--- src/rtl/ifetch_pkg.sv ---
// Shared types and constants for the instruction fetch stage.
// IFETCH_MISALIGN_EXC_EN adds a per-entry misalignment exception flag.
package ifetch_pkg;

  localparam int unsigned XLEN     = 32;
  localparam logic [31:0] INST_NOP = 32'h0000_0013;

  typedef struct packed {
    logic [XLEN-1:0] pc;
    logic [31:0]     inst;
`ifdef IFETCH_MISALIGN_EXC_EN
    logic            exc;
`endif
  } fq_entry_t;

endpackage

--- src/rtl/ifetch_fetch_fifo.sv ---
// Synchronous FIFO with push/pop/flush and occupancy count.
// Used for both the outstanding-address FIFO and the instruction queue.
module fetch_fifo #(
  parameter int unsigned W     = 32,
  parameter int unsigned DEPTH = 2
) (
  input  logic                       clk_i,
  input  logic                       rst_i,
  input  logic                       push_i,
  input  logic [W-1:0]               din_i,
  input  logic                       pop_i,
  input  logic                       flush_i,
  output logic [W-1:0]               dout_o,
  output logic [$clog2(DEPTH+1)-1:0] count_o
);

  localparam int unsigned PW = (DEPTH > 1) ? $clog2(DEPTH) : 1;
  localparam int unsigned CW = $clog2(DEPTH + 1);

  logic [W-1:0]  mem_q [DEPTH];
  logic [PW-1:0] wr_q, rd_q;
  logic [CW-1:0] cnt_q;
  logic          push_ok, pop_ok;

  // Explicit wrap keeps non-power-of-2 depths (e.g. MAX_OUT=3) correct.
  function automatic logic [PW-1:0] ptr_inc(input logic [PW-1:0] p);
    return (p == PW'(DEPTH - 1)) ? '0 : p + PW'(1);
  endfunction

  always_comb begin
    pop_ok  = pop_i && (cnt_q != '0);
    push_ok = push_i && ((cnt_q != CW'(DEPTH)) || pop_ok);
  end

  always_ff @(posedge clk_i or posedge rst_i) begin
    if (rst_i) begin
      wr_q  <= '0;
      rd_q  <= '0;
      cnt_q <= '0;
    end else if (flush_i) begin
      wr_q  <= '0;
      rd_q  <= '0;
      cnt_q <= '0;
    end else begin
      if (push_ok) wr_q <= ptr_inc(wr_q);
      if (pop_ok)  rd_q <= ptr_inc(rd_q);
      case ({push_ok, pop_ok})
        2'b10:   cnt_q <= cnt_q + CW'(1);
        2'b01:   cnt_q <= cnt_q - CW'(1);
        default: cnt_q <= cnt_q;
      endcase
    end
  end

  always_ff @(posedge clk_i) begin
    if (push_ok && !flush_i) mem_q[wr_q] <= din_i;
  end

  assign dout_o  = mem_q[rd_q];
  assign count_o = cnt_q;

endmodule

--- src/rtl/ifetch.sv ---
// Instruction fetch: credit-limited imem requests, response queue, redirect flush.
// IFETCH_MISALIGN_EXC_EN turns misaligned PCs into NOP entries flagged with id_exc.
module ifetch
  import ifetch_pkg::*;
#(
  parameter int unsigned DEPTH   = 2,
  parameter int unsigned MAX_OUT = 2
) (
  input  logic            clk,
  input  logic            rst,
  input  logic [XLEN-1:0] pc_cur,
  output logic            pc_jmp,
  output logic            pc_rel,
  output logic [XLEN-1:0] pc_nxt,
  input  logic            redir_vld,
  input  logic [XLEN-1:0] redir_tgt,
  output logic            imem_req_vld,
  input  logic            imem_req_rdy,
  output logic [XLEN-1:0] imem_req_addr,
  input  logic            imem_rsp_vld,
  input  logic [31:0]     imem_rsp_data,
  output logic            id_vld,
  input  logic            id_rdy,
  output logic [XLEN-1:0] id_pc,
  output logic [31:0]     id_inst
`ifdef IFETCH_MISALIGN_EXC_EN
  ,
  output logic            id_exc
`endif
);

  localparam int unsigned CW = $clog2(DEPTH + 1);
  localparam int unsigned AW = $clog2(MAX_OUT + 1);
  localparam int unsigned QW = $bits(fq_entry_t);

  logic [CW-1:0]   inflight_q, inflight_d, drop_q, drop_d, q_count;
  logic [AW-1:0]   a_count;
  logic [CW:0]     occ;
  logic            credit_ok, req_fire, rsp_ok, discard, q_push, q_pop;
  logic [XLEN-1:0] a_dout;
  logic [QW-1:0]   q_din_raw, q_dout_raw;
  fq_entry_t       q_din, q_dout;
`ifdef IFETCH_MISALIGN_EXC_EN
  logic            stall_q, stall_d, misalign, mis_push;
`endif

  always_comb begin
    occ       = {1'b0, inflight_q} + {1'b0, q_count};
    credit_ok = (occ < (CW+1)'(DEPTH)) && (inflight_q < CW'(MAX_OUT));
`ifdef IFETCH_MISALIGN_EXC_EN
    misalign     = (pc_cur[1:0] != 2'b00);
    // Only inject once older responses have landed so queue order stays program order.
    mis_push     = !rst && credit_ok && !redir_vld && !stall_q && misalign
                   && (inflight_q == '0);
    imem_req_vld = !rst && credit_ok && !redir_vld && !stall_q && !misalign;
`else
    imem_req_vld = !rst && credit_ok && !redir_vld;
`endif
    req_fire = imem_req_vld && imem_req_rdy;
    rsp_ok   = imem_rsp_vld && (inflight_q != '0);
    discard  = (drop_q != '0) || redir_vld;
    q_pop    = id_vld && id_rdy;

    q_push       = rsp_ok && !discard;
    q_din        = '0;
    q_din.pc     = a_dout;
    q_din.inst   = imem_rsp_data;
`ifdef IFETCH_MISALIGN_EXC_EN
    if (mis_push) begin
      q_push     = 1'b1;
      q_din.pc   = pc_cur;
      q_din.inst = INST_NOP;
      q_din.exc  = 1'b1;
    end
    stall_d = redir_vld ? 1'b0 : (stall_q || mis_push);
`endif
    q_din_raw = q_din;

    case ({req_fire, rsp_ok})
      2'b10:   inflight_d = inflight_q + CW'(1);
      2'b01:   inflight_d = inflight_q - CW'(1);
      default: inflight_d = inflight_q;
    endcase

    // Redirect overrides the per-response decrement: everything still out is stale.
    if (redir_vld)                     drop_d = inflight_d;
    else if (rsp_ok && drop_q != '0)   drop_d = drop_q - CW'(1);
    else                               drop_d = drop_q;

    if (rst) begin
      pc_jmp = 1'b1;
      pc_rel = 1'b1;
      pc_nxt = '0;
    end else if (redir_vld) begin
      pc_jmp = 1'b1;
      pc_rel = 1'b0;
      pc_nxt = redir_tgt;
    end else if (req_fire) begin
      pc_jmp = 1'b0;
      pc_rel = 1'b1;
      pc_nxt = '0;
    end else begin
      pc_jmp = 1'b1;
      pc_rel = 1'b1;
      pc_nxt = '0;
    end
  end

  always_ff @(posedge clk or posedge rst) begin
    if (rst) begin
      inflight_q <= '0;
      drop_q     <= '0;
`ifdef IFETCH_MISALIGN_EXC_EN
      stall_q    <= 1'b0;
`endif
    end else begin
      inflight_q <= inflight_d;
      drop_q     <= drop_d;
`ifdef IFETCH_MISALIGN_EXC_EN
      stall_q    <= stall_d;
`endif
    end
  end

  fetch_fifo #(.W(XLEN), .DEPTH(MAX_OUT)) u_addr_fifo (
    .clk_i   (clk),
    .rst_i   (rst),
    .push_i  (req_fire),
    .din_i   (pc_cur),
    .pop_i   (rsp_ok),
    .flush_i (1'b0),
    .dout_o  (a_dout),
    .count_o (a_count)
  );

  fetch_fifo #(.W(QW), .DEPTH(DEPTH)) u_inst_q (
    .clk_i   (clk),
    .rst_i   (rst),
    .push_i  (q_push),
    .din_i   (q_din_raw),
    .pop_i   (q_pop),
    .flush_i (redir_vld),
    .dout_o  (q_dout_raw),
    .count_o (q_count)
  );

  assign q_dout        = fq_entry_t'(q_dout_raw);
  assign imem_req_addr = pc_cur;
  assign id_vld        = (q_count != '0);
  assign id_pc         = q_dout.pc;
  assign id_inst       = q_dout.inst;
`ifdef IFETCH_MISALIGN_EXC_EN
  assign id_exc        = q_dout.exc;
`endif

  a_rsp_has_req: assert property (@(posedge clk) disable iff (rst)
    imem_rsp_vld |-> (inflight_q != '0));
  a_inflight_max: assert property (@(posedge clk) disable iff (rst)
    inflight_q <= CW'(MAX_OUT));
  a_addr_track: assert property (@(posedge clk) disable iff (rst)
    CW'(a_count) == inflight_q);

endmodule

--- config.mk ---
export PLATFORM = sky130hd
export DESIGN_NAME = ifetch
export DESIGN_NICKNAME = d
export VERILOG_FILES = /design/src/rtl/ifetch_pkg.sv /design/src/rtl/ifetch_fetch_fifo.sv /design/src/rtl/ifetch.sv
export SDC_FILE = /design/constraint.sdc
export NUM_CORES = 1
export LEC_CHECK = 0
export CAP_MARGIN = 20
export CORE_ASPECT_RATIO = 1.1
export CORE_UTILIZATION = 29
export CTS_CLUSTER_DIAMETER = 60
export DETAILED_ROUTE_END_ITERATION = 10
export PLACE_DENSITY_LB_ADDON = 0.08
export REMOVE_ABC_BUFFERS = 1
export SETUP_SLACK_MARGIN = 0.4
export SYNTH_ARGS = -nofsm -noshare
export SYNTH_HDL_FRONTEND = slang
export SYNTH_SLANG_ARGS = --single-unit
export TNS_END_PERCENT = 5
--- constraint.sdc ---
create_clock -name clk -period 17.6 [get_ports clk]
set_clock_uncertainty 0.2 [all_clocks]
set_input_delay 2.64 -clock clk [delete_from_list [all_inputs] [get_ports clk]]
set_output_delay 2.64 -clock clk [all_outputs]
set_load 0.005 [all_outputs]
==> results.py, run 1 <==
metrics = {
    "synth": {
        "synth-seq-cells": 204,
        "yosys-top-cells-area": "edfxtp_1 (71%), mux2_2 (14%), dfrtp_1 (3.7%), buf_4 (3.0%), and2_1 (2.6%)",
        "syn_area_um2": 8060,
        "yosysSeqAreaShare_pct": 75.2,
        "syn_inst": 439,
        "synth.top_cell.area_share_pct": 71.5,
        "syn_avg_cell_area_um2": 18.4,
        "ys.flop_type": "edfxtp_1",
        "yosysTopAreaCell": "edfxtp_1",
        "ys_warn_count": 0,
        "synth_most_common_cell": "edfxtp_1",
        "synth_edf_count": 192,
        "ys_top_cells_by_count": "edfxtp_1 (192), mux2_2 (97), and2_1 (33)",
        "yosysUniqueCellTypes": 33,
        "async_reset_ff_share_pct": 5.88,
    },
    "setup_path": {
        "slowest_stage": "clkdlybuf4s50_1",
        "crit_type": "in2out",
        "end_kind": "output pin",
        "crit_chain": "clkdlybuf4s50_1 > nor2b_1 > buf_4 > and2_1 > clkdlybuf4s50_1",
        "crit_top_cell": "clkdlybuf4s50_1",
        "critPathMaxStageDelay_ns": 0.78,
        "path_max_fanout": 33,
        "cp_top_family": "buffers and inverters",
        "crit_path_start_kind": "input port",
        "crit_required_ns": 14.76,
        "crit_arrival_ns": 4.57,
        "path_buf_inv": 3,
    },
    "sta": {
        "fmax_mhz": 135,
        "finalHoldViolCount": 0,
        "slew_viol_final": 0,
        "tightest_slew_ns": 1.03,
        "rsz0062_at_grt": "false",
        "fin_crit_sh_pct": 42.1,
        "tns_ns": 0,
        "relSlewSlack_pct": 31.5,
        "finalSetupViolations": 0,
        "fin_crit_ns": 7.41,
    },
    "detailed_routing": {
        "drc_errors": 0,
        "vias_per_cell": 4.32,
        "drt_iter0_markers": 207,
        "antenna_left": 0,
        "first_pass_iters": 4,
        "wl_um": 17200,
        "post_drt_wl_per_cell_um": 16.7,
        "vias": 4450,
    },
    "layout": {
        "final_cells": 1031,
        "num_antenna_cells": 0,
        "drive_above_1_share_pct": 22.1,
        "fin_nets": 762,
        "final_core_util_pct": 42.2,
        "syn2layout_area_growth_pct": 42.0,
    },
    "power_and_ir_drop": {
        "ir_drop_v": 0.0000554,
        "p_clk_share_pct": 37.4,
        "p_per_area_nw_per_um2": 121,
        "pwr-share-seq_pct": 45.4,
        "p_sw_uw": 320,
        "p_comb_share_pct": 17.2,
        "switching_share_pct": 23.1,
        "leakage_uw": 0.00383,
        "intPower_uw": 1070,
    },
    "run": {
        "drv_cap": 0,
    },
    "min_path": {
        "hp-class": "reg2reg",
    },
    "floorplanning": {
        "dieArea_um2": 28500,
        "start_util_pct": 29.7,
        "die_w_um": 161,
        "rows": 63,
        "die_y_um": 177,
        "core_um2": 27100,
        "ioPinCount": 234,
    },
    "global_routing": {
        "grt_max_degree": 66,
        "grt_first_pass_wirelength_um": 25900,
        "antenna_found_initial": 0,
        "grt.total_usage_pct": 12.0,
        "grt_pass1_vias": 4792,
        "gr-total-overflow": 0,
    },
    "clock_tree": {
        "cts_post_setup_buffers_inserted": 0,
        "clkSlewWorstSetupHoldPaths_ns": 0.06,
        "numCtsBuffers": 24,
        "insertion_delay_ns": 0.51,
        "cts_root_buf": "clkbuf_16",
        "cts.path.max_buffers": 3,
        "cts_tree": "built",
        "cts_hold_buf": 0,
        "htreeDepth": 1,
        "clkSinkCount": 204,
        "cts_resized": 0,
    },
    "place": {
        "dp_hpwl_um": 10400,
        "placed_cells": 987,
        "place_congestion": 0.715,
        "io_buffers": 233,
    },
    "outcome": {
        "status": "finished, final reports clean",
    },
}
[worst reg2reg max path: cells and delay by family (launching register included)]
| family | cells | cell delay (ns) |
|---|---|---|
| fa+ha+maj | 1 | 0.44 |
| buf+inv | 1 | 0.44 |
| flops | 1 | 0.44 |
| simple gates | 5 | 1.52 |
[power groups by stage]
stage               logic [µW]  registers (µW)  clock network [µW]
floorplan                  124             625                   0
global placement           238             642                   0
detailed placement         243             643                   0
CTS                        245             633                 537
global route               262             637                 555
finish                     239             629                 518
[state kept, by name, indices dropped and copies added (netlist names)]
signal / count
u_inst_q.mem_q: 128
u_addr_fifo.mem_q: 64
drop_q: 2
inflight_q: 2
u_addr_fifo.count_o: 2
u_inst_q.count_o: 2
u_addr_fifo.rd_q: 1
u_addr_fifo.wr_q: 1
u_inst_q.rd_q: 1
u_inst_q.wr_q: 1
[area by class of cell]
type                       instances  area, µm²
fill                            2477      15700
sequential                       204       6070
timing repair buffer             238       2370
multi-input combinational        182       1690
clock buffer                      31        637
tap                              357        447
clock inverter                    13        208
inverter                           6       22.5
[metal layers]
metal  up-vias  wire (µm)  track usage (%)
met5         -          0                0
met4         0        274             3.62
met3        24       1280             3.05
met2       201       8520             21.1
met1      2168       7140             14.3
li1       2057          -                -
[stage by stage]
step | hold slack, ns | power (µW) | area [µm²] | setup slack (ns)
final | 0.326 | 1390 | 11400 | 10.19
after global routing | 0.351 | 1450 | 11400 | 10.0
after CTS | 0.334 | 1410 | 11400 | 10.16
after detailed placement | 0.322 | 886 | 10600 | 10.16
after global placement | 0.281 | 879 | 10600 | 10.27
after floorplan | 0.264 | 750 | 7760 | 9.15
[layout by cell type (no fill, tap or decap), drive strengths merged, types with 2 or more instances in the layout]
cell type / synthesis / layout
nand2: 5 / 5
clkdlybuf4s50: 0 / 233
bufinv: 0 / 5
mux2: 97 / 97
clkinv: 0 / 6
and2: 33 / 33
edfxtp: 192 / 192
clkbuf: 7 / 31
buf: 40 / 5
nor2: 13 / 13
dfrtp: 12 / 12
clkinvlp: 0 / 2
inv: 6 / 6
xnor2: 7 / 7
xor2: 5 / 5
ha: 3 / 3
o21ai: 2 / 2
[cells by family (layout without fill, tap and decap cells)]
group	after synthesis	in the layout	share of synthesized area (%)
and+or+nand+nor	60	60	4.31
AOI/OAI and AO/OA	8	8	0.698
muxes	98	98	13.7
adders and majority gates	4	4	0.714
DFF	204	204	75.2
buffers and inverters	53	288	4.08
xor gates and xnor gates	12	12	1.30
[worst paths after layout]
kind                                                      end  cells after the start                          startpoint  slack, ns
max                                                 pc_nxt[5]                      5                           redir_vld      10.19
min                        u_addr_fifo.count_o[1]$_DFFE_PP0P_                      1  u_addr_fifo.count_o[1]$_DFFE_PP0P_       0.33
max reg2reg                 u_addr_fifo.mem_q[1][8]$_DFFE_PP_                      7             inflight_q[0]$_DFF_PP0_      14.20
min reg2reg                u_addr_fifo.count_o[1]$_DFFE_PP0P_                      1  u_addr_fifo.count_o[1]$_DFFE_PP0P_       0.33
max in group asynchronous           u_inst_q.rd_q$_DFFE_PP0P_                      2                                 rst      14.45
min in group asynchronous             inflight_q[0]$_DFF_PP0_                      2                                 rst       2.35
(Power assumes the default switching activity.)
==> run 2, diff against run 1 <==
==> constraint.sdc (replaced) <==
create_clock -name clk -period 7.2 [get_ports clk]
set_clock_uncertainty 0.2 [all_clocks]
set_input_delay 1.08 -clock clk [delete_from_list [all_inputs] [get_ports clk]]
set_output_delay 1.08 -clock clk [all_outputs]
set_load 0.005 [all_outputs]
==> results.py, run 2 (synthesis results as in run 1) <==
metrics = {
    "outcome": {
        "status": "finished, final reports clean",
    },
    "detailed_routing": {
        "vias": 4404,
        "antenna_left": 0,
        "vias_per_cell": 4.28,
        "first_pass_iters": 4,
        "drt_iter0_markers": 187,
        "post_drt_wl_per_cell_um": 16.8,
        "wl_um": 17200,
        "drc_errors": 0,
    },
    "layout": {
        "reg_top3": "u_inst_q.mem_q: 128 flops, u_addr_fifo.mem_q: 64 flops",
        "multi_input_area_um2": 1690,
        "regMostFlops": "u_inst_q.mem_q",
        "seqCellArea_um2": 6070,
        "drive_above_1_share_pct": 22.2,
        "syn2layout_area_growth_pct": 41.5,
        "fillerInstances": 2474,
        "num_antenna_cells": 0,
        "final_cell_mix": "clkdlybuf4s50_1 (233), edfxtp_1 (192), mux2_2 (97)",
        "final_area_um2": 11400,
        "fin_nets": 761,
        "final_common_cell": "clkdlybuf4s50_1",
        "largest_reg_flops": 128,
    },
    "setup_path": {
        "end_kind": "output pin",
        "cp_top_family": "buffers and inverters",
        "path_buf_inv": 3,
        "path_max_fanout": 33,
        "crit_path_start_kind": "input port",
        "crit_arrival_ns": 3.00,
        "crit_type": "in2out",
        "crit_top_cell": "clkdlybuf4s50_1",
        "slowest_stage": "clkdlybuf4s50_1",
        "critPathMaxStageDelay_ns": 0.77,
        "crit_chain": "clkdlybuf4s50_1 > nor2b_1 > buf_4 > and2_1 > clkdlybuf4s50_1",
        "crit_required_ns": 5.92,
    },
    "sta": {
        "fin_crit_ns": 4.28,
        "relSlewSlack_pct": 32.5,
        "finalHoldViolCount": 0,
        "tightest_slew_ns": 1.01,
        "fin_crit_sh_pct": 59.4,
        "finalSetupViolations": 0,
        "slew_viol_final": 0,
        "rsz0062_at_grt": "false",
        "fin_hold_ws_ns": 0.330,
        "tns_ns": 0,
        "fmax_mhz": 234,
    },
    "floorplanning": {
        "die_y_um": 177,
        "dieArea_um2": 28500,
        "start_util_pct": 29.7,
        "rows": 63,
        "die_w_um": 161,
        "core_um2": 27100,
        "ioPinCount": 234,
    },
    "clock_tree": {
        "htreeDepth": 1,
        "numCtsBuffers": 23,
        "insertion_delay_ns": 0.51,
        "cts.path.max_buffers": 3,
        "clkSlewWorstSetupHoldPaths_ns": 0.05,
        "clkSinkCount": 204,
        "cts_tree": "built",
        "cts_root_buf": "clkbuf_16",
        "cts_resized": 0,
        "cts_hold_buf": 0,
        "cts_post_setup_buffers_inserted": 0,
    },
    "place": {
        "dp_hpwl_um": 10500,
        "place_area_um2": 10600,
        "place_congestion": 0.715,
        "io_buffers": 233,
    },
    "global_routing": {
        "grt_max_degree": 66,
        "grt_pass1_vias": 4812,
        "grt_first_pass_wirelength_um": 26000,
        "grt.total_usage_pct": 12.1,
        "antenna_found_initial": 0,
        "gr-total-overflow": 0,
    },
    "power_and_ir_drop": {
        "p_per_area_nw_per_um2": 293,
        "ir_drop_v": 0.000127,
        "leakage_uw": 0.00382,
    },
    "min_path": {
        "hp-class": "reg2reg",
    },
    "run": {
        "drv_cap": 0,
    },
}
[run 2: cell count changes in the layout (fill, tap and decap cells not counted), sizes merged]
cell / previous run / this run
bufinv: 5 / 4
clkinv: 6 / 4
inv: 6 / 7
[run 2: where the power goes]
group,total [µW],internal [µW],leakage (µW),switching [µW]
registers,1540,1430,0.00188,110
clock network,1220,771,0.000389,449
logic,583,372,0.00155,211
[run 2: final cells by class]
cell class                 instances  area share, %
multi-input combinational        182           14.8
tap                              357           3.91
clock buffer                      31           5.66
timing repair buffer             238           20.8
sequential                       204           53.2
clock inverter                    11           1.41
inverter                           6          0.197
[run 2: metrics by stage]
step | util (%) | total power, µW | setup slack, ns | std cells
finish | 42.1 | 3340 | 2.92 | 1029
global route | 42.1 | 3520 | 2.70 | 1029
CTS | 42.1 | 3410 | 2.87 | 1029
detailed placement | 39.1 | 2170 | 2.88 | 987
global placement | 39.1 | 2150 | 2.99 | 987
floorplan | - | 1830 | 0.308 | 392
[run 2: final timing paths]
check / start / cells past startpoint / end / slack, ns
max: redir_vld / 5 / pc_nxt[5] / 2.92
min: u_addr_fifo.count_o[1]$_DFFE_PP0P_ / 1 / u_addr_fifo.count_o[1]$_DFFE_PP0P_ / 0.33
max reg2reg: inflight_q[0]$_DFF_PP0_ / 7 / u_addr_fifo.mem_q[1][24]$_DFFE_PP_ / 3.80
min reg2reg: u_addr_fifo.count_o[1]$_DFFE_PP0P_ / 1 / u_addr_fifo.count_o[1]$_DFFE_PP0P_ / 0.33
max in group asynchronous: rst / 2 / u_inst_q.rd_q$_DFFE_PP0P_ / 5.64
min in group asynchronous: rst / 2 / u_inst_q.count_o[1]$_DFFE_PP0P_ / 0.78
[run 2: metal layers]
layer	share of wire, %	GRT usage [%]
met4	2.1	3.97
met2	49	20.9
met1	42	14.4
met5	0	0
met3	7.4	3.47
